==> src/rtl/mem_access_ctrl_if.sv <==
// CPU-side command/response channel of the memory access controller.
// The master is the CPU. The slave is the controller.
interface mem_access_ctrl_if #(
  parameter int unsigned ADDR_W = 4,
  parameter int unsigned DATA_W = 8
);
  logic              cmd_valid;
  logic              cmd_ready;
  logic [1:0]        cmd_op;
  logic [ADDR_W-1:0] cmd_addr;
  logic [ADDR_W-1:0] cmd_addr2;
  logic [4:0]        cmd_len;
  logic [DATA_W-1:0] cmd_wdata;
  logic              rsp_valid;
  logic [DATA_W-1:0] rsp_data;
  logic              rsp_err;

  modport master (
    output cmd_valid, cmd_op, cmd_addr, cmd_addr2, cmd_len, cmd_wdata,
    input  cmd_ready, rsp_valid, rsp_data, rsp_err
  );

  modport slave (
    input  cmd_valid, cmd_op, cmd_addr, cmd_addr2, cmd_len, cmd_wdata,
    output cmd_ready, rsp_valid, rsp_data, rsp_err
  );
endinterface

==> src/rtl/mem_access_ctrl.sv <==
// Sequences single load/store and block copy/fill commands onto the
// level-sensitive 16x8 data memory. Address and data never move while r_w is low.
module mem_access_ctrl #(
  parameter int unsigned ADDR_W   = 4,
  parameter int unsigned DATA_W   = 8,
  parameter int unsigned READ_LAT = 1   // legal 1..3
) (
  input  logic              clk,
  input  logic              reset,
  mem_access_ctrl_if.slave  bus,
  output logic              m_r_w,
  output logic [ADDR_W-1:0] m_raddr,
  output logic [ADDR_W-1:0] m_waddr,
  output logic [DATA_W-1:0] m_wdata,
  input  logic [DATA_W-1:0] m_rdata
);

  localparam int unsigned LEN_W = 5;
  localparam int unsigned LAT_W = 2;
  localparam int unsigned DEPTH = 2 ** ADDR_W;

  typedef enum logic [1:0] {
    OP_LOAD  = 2'b00,
    OP_STORE = 2'b01,
    OP_COPY  = 2'b10,
    OP_FILL  = 2'b11
  } op_e;

  typedef enum logic [2:0] {
    IDLE,
    RD_WAIT,
    WR_SET,
    WR_STB,
    DONE
  } state_e;

  state_e            state;
  op_e               op_q;
  logic [ADDR_W-1:0] src_q;
  logic [ADDR_W-1:0] dst_q;
  logic [LEN_W-1:0]  len_q;
  logic [LEN_W-1:0]  idx_q;
  logic [LAT_W-1:0]  lat_q;
  logic [LEN_W-1:0]  idx_nxt_c;
  op_e               cmd_op_c;

  assign idx_nxt_c = idx_q + LEN_W'(1);
  assign cmd_op_c  = op_e'(bus.cmd_op);

  // Single-process FSM; every output is set on the edge entering the state it belongs to.
  always_ff @(posedge clk) begin
    if (reset) begin
      state         <= IDLE;
      op_q          <= OP_LOAD;
      src_q         <= '0;
      dst_q         <= '0;
      len_q         <= '0;
      idx_q         <= '0;
      lat_q         <= '0;
      m_r_w         <= 1'b1;
      m_raddr       <= '0;
      m_waddr       <= '0;
      m_wdata       <= '0;
      bus.cmd_ready <= 1'b0;
      bus.rsp_valid <= 1'b0;
      bus.rsp_data  <= '0;
      bus.rsp_err   <= 1'b0;
    end else begin
      bus.rsp_valid <= 1'b0;
      unique case (state)
        IDLE: begin
          bus.cmd_ready <= 1'b1;
          if (bus.cmd_valid && bus.cmd_ready) begin
            bus.cmd_ready <= 1'b0;
            op_q          <= cmd_op_c;
            src_q         <= bus.cmd_addr;
            dst_q         <= bus.cmd_addr2;
            len_q         <= bus.cmd_len;
            idx_q         <= '0;
            lat_q         <= '0;
            unique case (cmd_op_c)
              OP_LOAD: begin
                m_raddr <= bus.cmd_addr;
                state   <= RD_WAIT;
              end
              OP_STORE: begin
                m_waddr <= bus.cmd_addr;
                m_wdata <= bus.cmd_wdata;
                state   <= WR_SET;
              end
              default: begin
                // Block ops: zero length completes cleanly, oversize is rejected untouched.
                if ((bus.cmd_len == '0) || (bus.cmd_len > LEN_W'(DEPTH))) begin
                  bus.rsp_valid <= 1'b1;
                  bus.rsp_data  <= '0;
                  bus.rsp_err   <= (bus.cmd_len != '0);
                  state         <= DONE;
                end else if (cmd_op_c == OP_COPY) begin
                  m_raddr <= bus.cmd_addr;
                  state   <= RD_WAIT;
                end else begin
                  m_waddr <= bus.cmd_addr;
                  m_wdata <= bus.cmd_wdata;
                  state   <= WR_SET;
                end
              end
            endcase
          end
        end

        RD_WAIT: begin
          if (lat_q == LAT_W'(READ_LAT - 1)) begin
            if (op_q == OP_LOAD) begin
              bus.rsp_valid <= 1'b1;
              bus.rsp_data  <= m_rdata;
              bus.rsp_err   <= 1'b0;
              state         <= DONE;
            end else begin
              m_waddr <= dst_q + ADDR_W'(idx_q);
              m_wdata <= m_rdata;
              state   <= WR_SET;
            end
          end else begin
            lat_q <= lat_q + LAT_W'(1);
          end
        end

        WR_SET: begin
          m_r_w <= 1'b0;
          state <= WR_STB;
        end

        WR_STB: begin
          m_r_w <= 1'b1;
          idx_q <= idx_nxt_c;
          if ((op_q == OP_STORE) || (idx_nxt_c == len_q)) begin
            bus.rsp_valid <= 1'b1;
            bus.rsp_data  <= '0;
            bus.rsp_err   <= 1'b0;
            state         <= DONE;
          end else if (op_q == OP_COPY) begin
            // Next source byte is read only after the previous write finished,
            // so overlapping dst>src regions replicate source data.
            m_raddr <= src_q + ADDR_W'(idx_nxt_c);
            lat_q   <= '0;
            state   <= RD_WAIT;
          end else begin
            m_waddr <= src_q + ADDR_W'(idx_nxt_c);
            state   <= WR_SET;
          end
        end

        DONE: begin
          bus.cmd_ready <= 1'b1;
          state         <= IDLE;
        end

        default: begin
          state <= IDLE;
        end
      endcase
    end
  end

endmodule

==> src/flat_wrapper.sv <==
// flat-port wrapper written by rule: the top's interface ports become plain ports
module mem_access_ctrl_flat 
#(
  parameter int unsigned ADDR_W   = 4,
  parameter int unsigned DATA_W   = 8,
  parameter int unsigned READ_LAT = 1                
)
  (clk, reset, m_r_w, m_raddr, m_waddr, m_wdata, m_rdata, bus_cmd_valid, bus_cmd_op, bus_cmd_addr, bus_cmd_addr2, bus_cmd_len, bus_cmd_wdata, bus_cmd_ready, bus_rsp_valid, bus_rsp_data, bus_rsp_err);
  mem_access_ctrl_if #(.ADDR_W(ADDR_W), .DATA_W(DATA_W)) bus_i ();
  input  logic clk;
  input  logic reset;
  output logic m_r_w;
  output logic [ADDR_W-1:0] m_raddr;
  output logic [ADDR_W-1:0] m_waddr;
  output logic [DATA_W-1:0] m_wdata;
  input  logic [DATA_W-1:0] m_rdata;
  input wire logic [$bits(bus_i.cmd_valid)-1:0] bus_cmd_valid;
  input wire logic [$bits(bus_i.cmd_op)-1:0] bus_cmd_op;
  input wire logic [$bits(bus_i.cmd_addr)-1:0] bus_cmd_addr;
  input wire logic [$bits(bus_i.cmd_addr2)-1:0] bus_cmd_addr2;
  input wire logic [$bits(bus_i.cmd_len)-1:0] bus_cmd_len;
  input wire logic [$bits(bus_i.cmd_wdata)-1:0] bus_cmd_wdata;
  output wire logic [$bits(bus_i.cmd_ready)-1:0] bus_cmd_ready;
  output wire logic [$bits(bus_i.rsp_valid)-1:0] bus_rsp_valid;
  output wire logic [$bits(bus_i.rsp_data)-1:0] bus_rsp_data;
  output wire logic [$bits(bus_i.rsp_err)-1:0] bus_rsp_err;
  assign bus_i.cmd_valid = bus_cmd_valid;
  assign bus_i.cmd_op = bus_cmd_op;
  assign bus_i.cmd_addr = bus_cmd_addr;
  assign bus_i.cmd_addr2 = bus_cmd_addr2;
  assign bus_i.cmd_len = bus_cmd_len;
  assign bus_i.cmd_wdata = bus_cmd_wdata;
  assign bus_cmd_ready = bus_i.cmd_ready;
  assign bus_rsp_valid = bus_i.rsp_valid;
  assign bus_rsp_data = bus_i.rsp_data;
  assign bus_rsp_err = bus_i.rsp_err;
  mem_access_ctrl #(.ADDR_W(ADDR_W), .DATA_W(DATA_W), .READ_LAT(READ_LAT)) u_core (.clk(clk), .reset(reset), .bus(bus_i), .m_r_w(m_r_w), .m_raddr(m_raddr), .m_waddr(m_waddr), .m_wdata(m_wdata), .m_rdata(m_rdata));
endmodule
==> config.mk <==
export PLATFORM = sky130hd
export DESIGN_NAME = mem_access_ctrl_flat
export DESIGN_NICKNAME = d
export VERILOG_FILES = /design/src/rtl/mem_access_ctrl_if.sv /design/src/rtl/mem_access_ctrl.sv /design/src/flat_wrapper.sv
export SDC_FILE = /design/constraint.sdc
export NUM_CORES = 1
export LEC_CHECK = 0
export ABC_AREA = 1
export ABC_CLOCK_PERIOD_IN_PS = 3800
export CORE_ASPECT_RATIO = 0.9
export CORE_UTILIZATION = 54
export CTS_CLUSTER_DIAMETER = 40
export DETAILED_ROUTE_END_ITERATION = 8
export HOLD_SLACK_MARGIN = 0.03
export PLACE_DENSITY = 0.88
export SLEW_MARGIN = 15
export SYNTH_ARGS = -nofsm -noshare
export SYNTH_HDL_FRONTEND = slang
export SYNTH_SLANG_ARGS = --single-unit
==> constraint.sdc <==
create_clock -name clk -period 3.8 [get_ports clk]
set_clock_uncertainty 0.1 [all_clocks]
set_input_delay 0.95 -clock clk [delete_from_list [all_inputs] [get_ports clk]]
set_output_delay 0.95 -clock clk [all_outputs]
set_load 0.05 [all_outputs]
# Yosys cells after proc, flatten, opt, wreduce, memory -nomap -nowiden
# Cells that the tools add are included.
[word_totals]
n_memories = 0
ff_bits = 53
word_cells = 132
romBits = 0
out_inout_bits = 28
latchBits = 0
ramBits = 0
[op_classes]
n_mul = 0
addsub = 4
n_reduce_logical = 23
shifts = 0
n_div = 0
n_lt_le_gt_ge = 1
mux = 63
bitwise = 0
eq_ne = 26
[ops]
columns = ["cell", "n"]
rows = [
  ["$mux 8", 11],
  ["$mux 4", 12],
  ["$pmux 8 s2", 2],
  ["$pmux 4 s2", 3],
  ["$pmux 8 s3", 1],
  ["$reduce_and 7->1", 3],
  ["$mux 3", 5],
  ["$ne 2x2->1 const B", 7],
  ["$mux 1", 13],
  ["$mux 2", 6],
  ["$ne 2x1->1 const B", 6],
  ["$pmux 3 s4", 1],
  ["$pmux 4 s3", 1],
  ["$pmux 5 s2", 1],
  ["$ne 3x3->1 const B", 3],
  ["$reduce_and 9->1", 1],
  ["$add 4x4->4", 2],
  ["$reduce_bool 2->1", 4],
  ["$eq 3x2->1 const B", 2],
  ["$logic_not 2->1", 3],
  ["$pmux 1 s3", 2],
  ["$pmux 2 s3", 1],
  ["$pmux 3 s2", 1],
  ["$reduce_and 2->1", 3],
  ["other kinds (19)", 23],
]

# Logic depth before layout (Yosys ltp)
# Gate-level depths: netlist of the first run.
[depth]
word_depth = 6
mapped_depth = 14
depth_no_buf = 14

# Least setup slack after synthesis of the first run
# Ideal clock, no wire load.
[synth_path]
kind = "input to register"
startpoint = "input bus_cmd_len[0]"
endpoint = "register u_core.bus.rsp_data[0]"
path_slack_ns = 1.215
path_stages = 9
required_ns = 3.568
arrival_time_ns = 2.353
path_cell_list = "nor4_1 -> ha_1 -> nor2_1 -> o21ai_2 -> nor3_4 -> nand2_2 -> buf_6 -> nand2_1 -> a21oi_1"
[synth_between]
elab_chain_len = 4
elab_cells_between_ends = 5
[synth_lines]
columns = ["item", "line_no", "rtl"]
rows = [
  ["from (decl)", "flat_wrapper.sv:21", "input wire logic [$bits(bus_i.cmd_len)-1:0] bus_cmd_len;"],
  ["$gt 5x5->1 / $logic_not 5->1 (equally long branches)", "mem_access_ctrl.sv:93", "if ((bus.cmd_len == '0) || (bus.cmd_len > LEN_W'(DEPTH))) begin"],
  ["$logic_or 1x1->1 (*)", "mem_access_ctrl.sv:93", ""],
  ["$ne 2x1->1 (no source line) (*)", "n/a", ""],
  ["$reduce_and 7->1 (no source line) (*)", "n/a", ""],
  ["to (signal assigned)", "mem_access_ctrl.sv:115", "bus.rsp_data <= m_rdata;"],
  ["to (decl)", "mem_access_ctrl_if.sv:25", "output cmd_ready, rsp_valid, rsp_data, rsp_err"],
]
# Every way passes the cells marked *; elsewhere a longest branch is shown, timed or not.
# A chain may end at the register's enable or synchronous reset.

# Worst setup path in the final report of the first run
[layout_path]
startpoint = "input bus_cmd_len[0]"
endpoint = "register u_core.bus.rsp_data[6]"
# The elaborated chain is that of the path after synthesis.

==> results.md, run 1 <==
- The maximum frequency from static timing analysis is 318 MHz.
- The met3 layer usage reported by global route is 7.97%.
- The worst slack at placement is 0.358 ns.
- The type of the worst setup path is primary input to flip-flop.
- The data arrival at the endpoint of the critical path is 3.24 ns.
- During placement, the flow inserted port buffers numbering 61.
- For this run the aggregate overflow at the end of global routing stands at 0.
- The synthesized netlist net count is between 400 and 500.
- After synthesis, the cell types taking the most area are sky130_fd_sc_hd__dfxtp_1, sky130_fd_sc_hd__nand2_1, sky130_fd_sc_hd__a21oi_1.
- The number of global-route vias before repair came to 2620.
- The sequential share of the synthesized area is 38.1%.
- Global routing used 45.1% of the available met2 tracks.
- The count of final max-slew check failures is 0.
- The number of hold-slack violations in the final timing report is 0.
- The clock sink count is between 50 and 60.
- The maximum ir drop on the vdd rail is between 300 and 400 uV.
- The die area is 0.00544 mm2.
- The floorplan step set the die width to slightly below 80 um.
- The number of synthesis warnings is 0.
- Subtracting the final worst setup slack from the clock period gives 3.14 ns.
- The routed layout has 2823 vias.
- The total negative setup slack is 0 ns.
- Entering global routing, the biggest net connects 25 pins.
- The largest area contributor in the synthesized netlist is sky130_fd_sc_hd__dfxtp_1.
- After technology mapping, the gate count stands at 391.
- Summing all placed instances gives a cell area of 0.00342 mm2.
- The number of placed instances, taps included, is 504.
- The run finished with clean final reports.
- The global routing stage identified its most utilized layer as met2.
- The type of the worst min-delay path is flip-flop to flip-flop.
- The tree is rooted in a sky130_fd_sc_hd__clkbuf_8.
- The smallest setup slack after layout is 0.660 ns.
- The CTS H-tree depth is 2.
- The clock edge transition at the registers on the reported setup and hold paths is 0.10 ns.
- After clock tree synthesis, the repair step resized 0 gates.
- The final RePlAce weighted congestion is 0.859.
- The summed area of non-filler cells in the final layout is 0.00354 mm2.
- Buffers inserted during clock tree synthesis total 5.
- Counting flops with a built-in enable in the synthesized netlist gives 0.
- The largest fanout on the critical path is 11.
- The synthesized netlist contains 35 unique library cells.
- For this configuration, the core starts out at a cell density of 56.9%.
- The actual slew at the worst max-slew pin is 0.560 ns.
- In the final design database the tool counted 491 nets.
- After clock tree synthesis, the setup repair step added 0 buffers.
- The final standard cell count with taps included and fillers excluded is 512.
- The prevailing post-synth register cell is sky130_fd_sc_hd__dfxtp_1.
- In the routed layout, each cell is associated on average with a via count of 5.51.
- The worst slew margin relative to its limit is 62.6%.
- Setup violations remaining at the end of the flow were counted as 0.
- The total half-perimeter wirelength after legalization and detailed placement is 5080 um.
- For this run, the share of the core covered by cells in the final layout is approximately 72%.
- The number of synthesized register bits is 53.
- The fraction of synthesis flops using an asynchronous set or reset pin is 0%.
- The synthesized netlist occupies a cell area of 0.00278 mm2.
- After layout, the worst path uses 82.6% of the clock period.
- The worst hold slack is 0.367 ns.
- The fraction of layout cells with a size suffix above 1 is 6.49%.
- The global router's overall resource usage is 27.3%.
- The number of optimization iterations in the first detailed-route pass is 7.
- Data on the critical path is required at its endpoint by a little under 4 ns.
- The startpoint type of the worst setup path is a primary input.
- The detail route stage leaves a number of antenna-violating nets equal to 0.
- In this run the power density over the cells is 517 mW/mm2.
- The routing usage on met1 is 34.3%.
- The floorplan has 24 rows.
- TritonCTS built the clock tree.
- The average detailed-routed wire length per instance is 13.7 um.
- The synthesis-to-layout area growth is 27.1%.
- In this run the static leakage power is 1.49 nW.
- The synthesized design devotes to its leading area cell type between 30% and 40% of total area.
- The average cell area after synthesis is 7.12 um2.
- The detailed router finished its first iteration with 253 violations.
- The number of antenna diodes in the final layout is 0.
- The capturing element type of the critical path is a flip-flop.
- The number of antenna violations at the first check in global routing is 0.
- The core box area is 0.00489 mm2.
- In the routed design, unresolved DRC markers number 0.
- The post-layout total power is 1.83 mW.
- The final layout contains routed wiring with a total length of 7040 um.
- The later pin in the worst-skew pair is clocked with a latency of 0.31 ns.
- The count of max-cap constraint violations is 0.
- Setup repair after global routing left no endpoint under its margin.
- The height of the chip is ~70 um.
- The maximum clock insertion buffer count is 2.
- The number of hold buffers added after CTS was 0.
- The first-pass GRT wire length is between 10000 and 15000 um.
- The number of I/O pins is 62.
[synthesized netlist by cell type, types with 5 or more instances]
master / number
sky130_fd_sc_hd__nand4_1: 14
sky130_fd_sc_hd__a31oi_1: 8
sky130_fd_sc_hd__dfxtp_1: 53
sky130_fd_sc_hd__buf_2: 5
sky130_fd_sc_hd__nor2_1: 44
sky130_fd_sc_hd__o21ai_0: 30
sky130_fd_sc_hd__a21oi_1: 34
sky130_fd_sc_hd__clkbuf_1: 7
sky130_fd_sc_hd__nand2_1: 87
sky130_fd_sc_hd__ha_1: 9
sky130_fd_sc_hd__nand3_1: 19
sky130_fd_sc_hd__inv_1: 40
[critical path: stages]
cell and delay (ns):
sky130_fd_sc_hd__clkdlybuf4s50_1 0.42, sky130_fd_sc_hd__nor4_1 0.48, sky130_fd_sc_hd__ha_1 0.34, sky130_fd_sc_hd__nor2_1 0.21, sky130_fd_sc_hd__o21ai_2 0.11, sky130_fd_sc_hd__nor3_4 0.34
sky130_fd_sc_hd__nand2_2 0.23, sky130_fd_sc_hd__nand2_1 0.11, sky130_fd_sc_hd__a21oi_1 0.07
[state kept, by name, summed over array words and instances (netlist names)]
register and cells:
u_core.bus.cmd_ready 1, u_core.bus.rsp_data 8, u_core.bus.rsp_err 1, u_core.bus.rsp_valid 1
u_core.dst_q 4, u_core.idx_q 5, u_core.lat_q 2, u_core.len_q 5
u_core.m_r_w 1, u_core.m_raddr 4, u_core.m_waddr 4, u_core.m_wdata 8
u_core.op_q 2, u_core.src_q 4, u_core.state 3
[worst paths after layout]
| kind | from | end | slack [ns] | cells past startpoint |
|---|---|---|---|---|
| hold reg to reg | u_core.m_waddr[2] | u_core.m_waddr[2] | 0.37 | 2 |
| setup reg to reg | u_core.idx_q[0] | u_core.m_raddr[2] | 1.49 | 11 |
| hold / removal | u_core.m_waddr[2] | u_core.m_waddr[2] | 0.37 | 2 |
| setup / recovery | bus_cmd_len[0] | u_core.bus.rsp_data[6] | 0.66 | 9 |
[routing by layer]
| layer | wire [um] | up-vias |
|---|---|---|
| met5 | 0 | - |
| met4 | 121 | 0 |
| met2 | 3170 | 136 |
| met1 | 3110 | 1284 |
| li1 | - | 1390 |
| met3 | 626 | 13 |
[where the power goes]
part / switching (mW) / internal, mW
Combinational: 0.487 / 0.246
Clock: 0.190 / 0.214
Sequential: 0.0515 / 0.641
Total: 0.728 / 1.10
[kinds of logic (layout without fill, tap and decap cells)]
group                    count (synthesis)  after routing  synth area share, %
adder cells (fa/ha/maj)                 11             11                 5.49
flip-flops                              53             53                 38.1
XOR/XNOR                                 5              5                 1.57
buffers and inverters                   59            115                 8.81
AO/OA/AOI/OAI                           82             82                 15.9
AND/OR/NAND/NOR                        181            181                 30.1
[placed cells by master (no fill, tap or decap), types with 2 or more instances in the layout]
cell / instances
sky130_fd_sc_hd__a21o_1: 3
sky130_fd_sc_hd__a21oi_1: 34
sky130_fd_sc_hd__a31oi_1: 8
sky130_fd_sc_hd__buf_4: 3
sky130_fd_sc_hd__clkbuf_8: 6
sky130_fd_sc_hd__clkdlybuf4s50_1: 61
sky130_fd_sc_hd__dfxtp_1: 53
sky130_fd_sc_hd__fa_1: 2
sky130_fd_sc_hd__ha_1: 9
sky130_fd_sc_hd__inv_1: 40
sky130_fd_sc_hd__inv_2: 2
sky130_fd_sc_hd__nand2_1: 87
sky130_fd_sc_hd__nand2_2: 3
sky130_fd_sc_hd__nand2_4: 2
sky130_fd_sc_hd__nand3_1: 19
sky130_fd_sc_hd__nand3_2: 2
sky130_fd_sc_hd__nand4_1: 14
sky130_fd_sc_hd__nor2_1: 44
sky130_fd_sc_hd__nor2_2: 3
sky130_fd_sc_hd__o211ai_1: 3
sky130_fd_sc_hd__o21ai_0: 30
sky130_fd_sc_hd__o21ai_1: 2
sky130_fd_sc_hd__xnor2_1: 2
sky130_fd_sc_hd__xor2_1: 3
[layout make-up]
type / instances / area, um2
multi-input combinational: 279 / 1480
fill: 389 / 1360
sequential: 53 / 1060
timing repair buffer: 64 / 633
inverter: 43 / 164
clock buffer: 6 / 82.6
tap: 65 / 81.3
clock inverter: 2 / 37.5
No activity file was read; power rests on OpenSTA's default activity.
==> run 2, diff against run 1 <==
--- a/config.mk
+++ b/config.mk
@@ -6,13 +6,13 @@
 export NUM_CORES = 1
 export LEC_CHECK = 0
 export ABC_AREA = 1
-export ABC_CLOCK_PERIOD_IN_PS = 3800
+export ABC_CLOCK_PERIOD_IN_PS = 2900
 export CORE_ASPECT_RATIO = 0.9
-export CORE_UTILIZATION = 54
+export CORE_UTILIZATION = 50
 export CTS_CLUSTER_DIAMETER = 40
 export DETAILED_ROUTE_END_ITERATION = 8
 export HOLD_SLACK_MARGIN = 0.03
-export PLACE_DENSITY = 0.88
+export PLACE_DENSITY = 0.82
 export SLEW_MARGIN = 15
 export SYNTH_ARGS = -nofsm -noshare
 export SYNTH_HDL_FRONTEND = slang
==> constraint.sdc (replaced) <==
create_clock -name clk -period 2.9 [get_ports clk]
set_clock_uncertainty 0.1 [all_clocks]
set_input_delay 0.725 -clock clk [delete_from_list [all_inputs] [get_ports clk]]
set_output_delay 0.725 -clock clk [all_outputs]
set_load 0.05 [all_outputs]
==> results.md, run 2 (same netlist as run 1, synthesis figures left out) <==
- The run finished with clean final reports.
- The most frequent standard cell in the layout excluding fill and tap cells is sky130_fd_sc_hd__nand2_1.
- The CTS tree is done.
- The number of clock buffers inserted by TritonCTS is 5 (unchanged).
- Based on the critical path, the design can be clocked at up to 384 MHz.
- The number of hold-slack violations in the final timing report is 0 (unchanged).
- The number of optimization iterations in the first detailed-route pass came to 5 (-2).
- The number of instances resized during post-cts repair came to 0 (unchanged).
- The fraction of layout cells with a size suffix above 1 is 7.32% (+0.83 points).
- The required time of the critical path is 3.02 ns (-0.88 ns).
- The number of antenna violations at the first check in global routing is 0 (unchanged).
- The average detailed-routed wire length per instance is 13.8 um (+0.23%).
- In the final layout, the registers with the most flip-flops are u_core.bus.rsp_data: 8 flops, u_core.m_wdata: 8 flops.
- The routed wire length is 7140 um (+1.4%).
- The buffer cell driving the clock tree root is sky130_fd_sc_hd__clkbuf_8.
- The power per cell area is 653 mW/mm2 (+26%).
- The synthesis-to-layout area growth is 27.2%.
- The overflow left after global routing is 0 (unchanged).
- STA classifies the critical path endpoint as a flip-flop.
- The total half-perimeter wirelength after legalization and detailed placement is 5140 um (+1.3%).
- The smallest setup slack after layout is 0.299 ns (-0.362 ns).
- The number of global-route vias before repair came to 2597 (-0.88%).
- The core box area was 0.00532 mm2 (+8.6%).
- The placed cell area is 0.00345 mm2 (+0.95%).
- Leaving out fill and tap cells, the most frequent cells in the layout are sky130_fd_sc_hd__nand2_1, sky130_fd_sc_hd__clkdlybuf4s50_1, sky130_fd_sc_hd__dfxtp_1.
- Setup repair after global routing left no endpoint under its margin.
- The total negative setup slack is 0 ns (unchanged).
- The final-layout fill cell count was 436 (+12%).
- The global router's overall resource usage is 26.0% (-1.3 points).
- The setup violation total in the final timing report is 0 (unchanged).
- The maximum ir drop on the vdd rail is 415 uV (+35%).
- The post-layout total power is 2.31 mW (+26%).
- The leakage power is 1.50 nW (+0.80%).
- The worst slew margin relative to its limit is 63.0% (+0.39 points).
- The count of max-cap constraint violations is 0 (unchanged).
- The starting density of the core is 52.3% (-4.5 points).
- The summed area of non-filler cells in the final layout came to 0.00354 mm2 (+0.11%).
- The via count is 2790 (-1.2%).
- The height of the chip is 72.8 um (+3.8%).
- The number of cell rows came to 25 (+4.2%).
- The post-route fraction of the period consumed by the critical path is 89.7%.
- The type of the worst min-delay path is flip-flop to flip-flop.
- The count of final max-slew check failures came to 0 (unchanged).
- The count of nets left with antenna violations after detail routing is 0 (unchanged).
- The actual slew at the worst max-slew pin is 0.554 ns (-0.00582 ns).
- The maximum clock insertion buffer count is 2 (unchanged).
- The buffers inserted during post-CTS setup optimization is 0 (unchanged).
- The worst setup path is launched from a primary input.
- The number of I/O pins is 62 (unchanged).
- The number of diodes added for antenna fixing is 0 (unchanged).
- The area of the multi-input gates is 0.00148 mm2 (unchanged).
- The clock period could shrink to about 2.6 ns.
- The CTS H-tree depth came to 2 (unchanged).
- The final routed DRC violation total came to 0 (unchanged).
- The width of the die is 80.6 um (+3.8%).
- The clock sink count is 53 (unchanged).
- The utilization after layout is 66.6% (-5.7 points).
- The number of vias per cell is 5.39 (-2.3%).
- The data arrival at the endpoint of the critical path is 2.72 ns (-0.52 ns).
- The largest fanout on the critical path is 7 (-4).
- The area occupied by registers is 0.00106 mm2 (unchanged).
- The total of hold buffers inserted after clock tree synthesis is 0 (unchanged).
- The pin count of the biggest net entering global routing is 20 (-20%).
- The clock edge transition at the registers on the reported setup and hold paths is 0.09 ns (about the same).
- The first-pass GRT wire length is 11700 um (-1.4%).
- The insertion delay to the later sink of the worst-skew pair is 0.32 ns (about the same).
- The final-stage net count is 495 (+0.81%).
- The die area was 0.00587 mm2 (+7.8%).
- The worst slack at placement was -0.0188 ns (-0.377 ns).
- The number of DRC markers after the initial detailed-route iteration is 179 (-29%).
- The number of buffers added on ports is 61 (unchanged).
- The type of the worst setup path is primary input to flip-flop.
- The final RePlAce weighted congestion was 0.836 (-2.6%).
==> run 2: critical path, cell delays in order <==
cell	delay, ns
sky130_fd_sc_hd__clkdlybuf4s50_1	0.42
sky130_fd_sc_hd__nor4_1	0.29
sky130_fd_sc_hd__buf_4	0.17
sky130_fd_sc_hd__ha_1	0.23
sky130_fd_sc_hd__nor2_1	0.20
sky130_fd_sc_hd__buf_4	0.15
sky130_fd_sc_hd__nand3b_1	0.12
sky130_fd_sc_hd__nand2_1	0.09
sky130_fd_sc_hd__nand3_2	0.16
sky130_fd_sc_hd__nand2_1	0.06
sky130_fd_sc_hd__nand2_1	0.06
sky130_fd_sc_hd__nor2_1	0.05
==> run 2: cell type report <==
class,count,share of cell area [%]
timing repair buffer,68,18.7
inverter,43,4.63
tap,67,2.37
clock inverter,3,0.636
clock buffer,5,1.94
multi-input combinational,279,41.7
sequential,53,30.0
==> run 2: path summary, 6_finish.rpt <==
path	startpoint	endpoint	slack [ns]	depth (start not counted)
worst min-delay path	u_core.m_waddr[1]	u_core.m_waddr[1]	0.37	2
worst max-delay path	bus_cmd_len[0]	u_core.m_raddr[1]	0.30	12
worst min register to register	u_core.m_waddr[1]	u_core.m_waddr[1]	0.37	2
worst max register to register	u_core.idx_q[0]	u_core.m_waddr[3]	0.55	11
==> run 2: layer usage <==
metal	global-route usage, %	share of wire [%]	wire length [um]	up-vias
met4	11.7	2.5	178	0
met3	7.00	9.1	650	20
met5	0	0	0	-
met2	41.8	44	3140	133
met1	32.5	44	3170	1239
li1	-	-	-	1398
==> run 2: metrics by stage <==
step | hold WS (ns) | cells
after global routing | 0.394 | 518
after floorplan | 0.344 | 391
final | 0.369 | 518
after detailed placement | 0.349 | 510
after CTS | 0.369 | 518
after global placement | 0.351 | 510
==> run 2: report_power, final <==
part           switching, mW  total (mW)  internal, mW
Sequential            0.0671       0.907         0.840
Clock                  0.261       0.433         0.172
Combinational          0.639       0.970         0.331
Total                  0.967        2.31          1.34
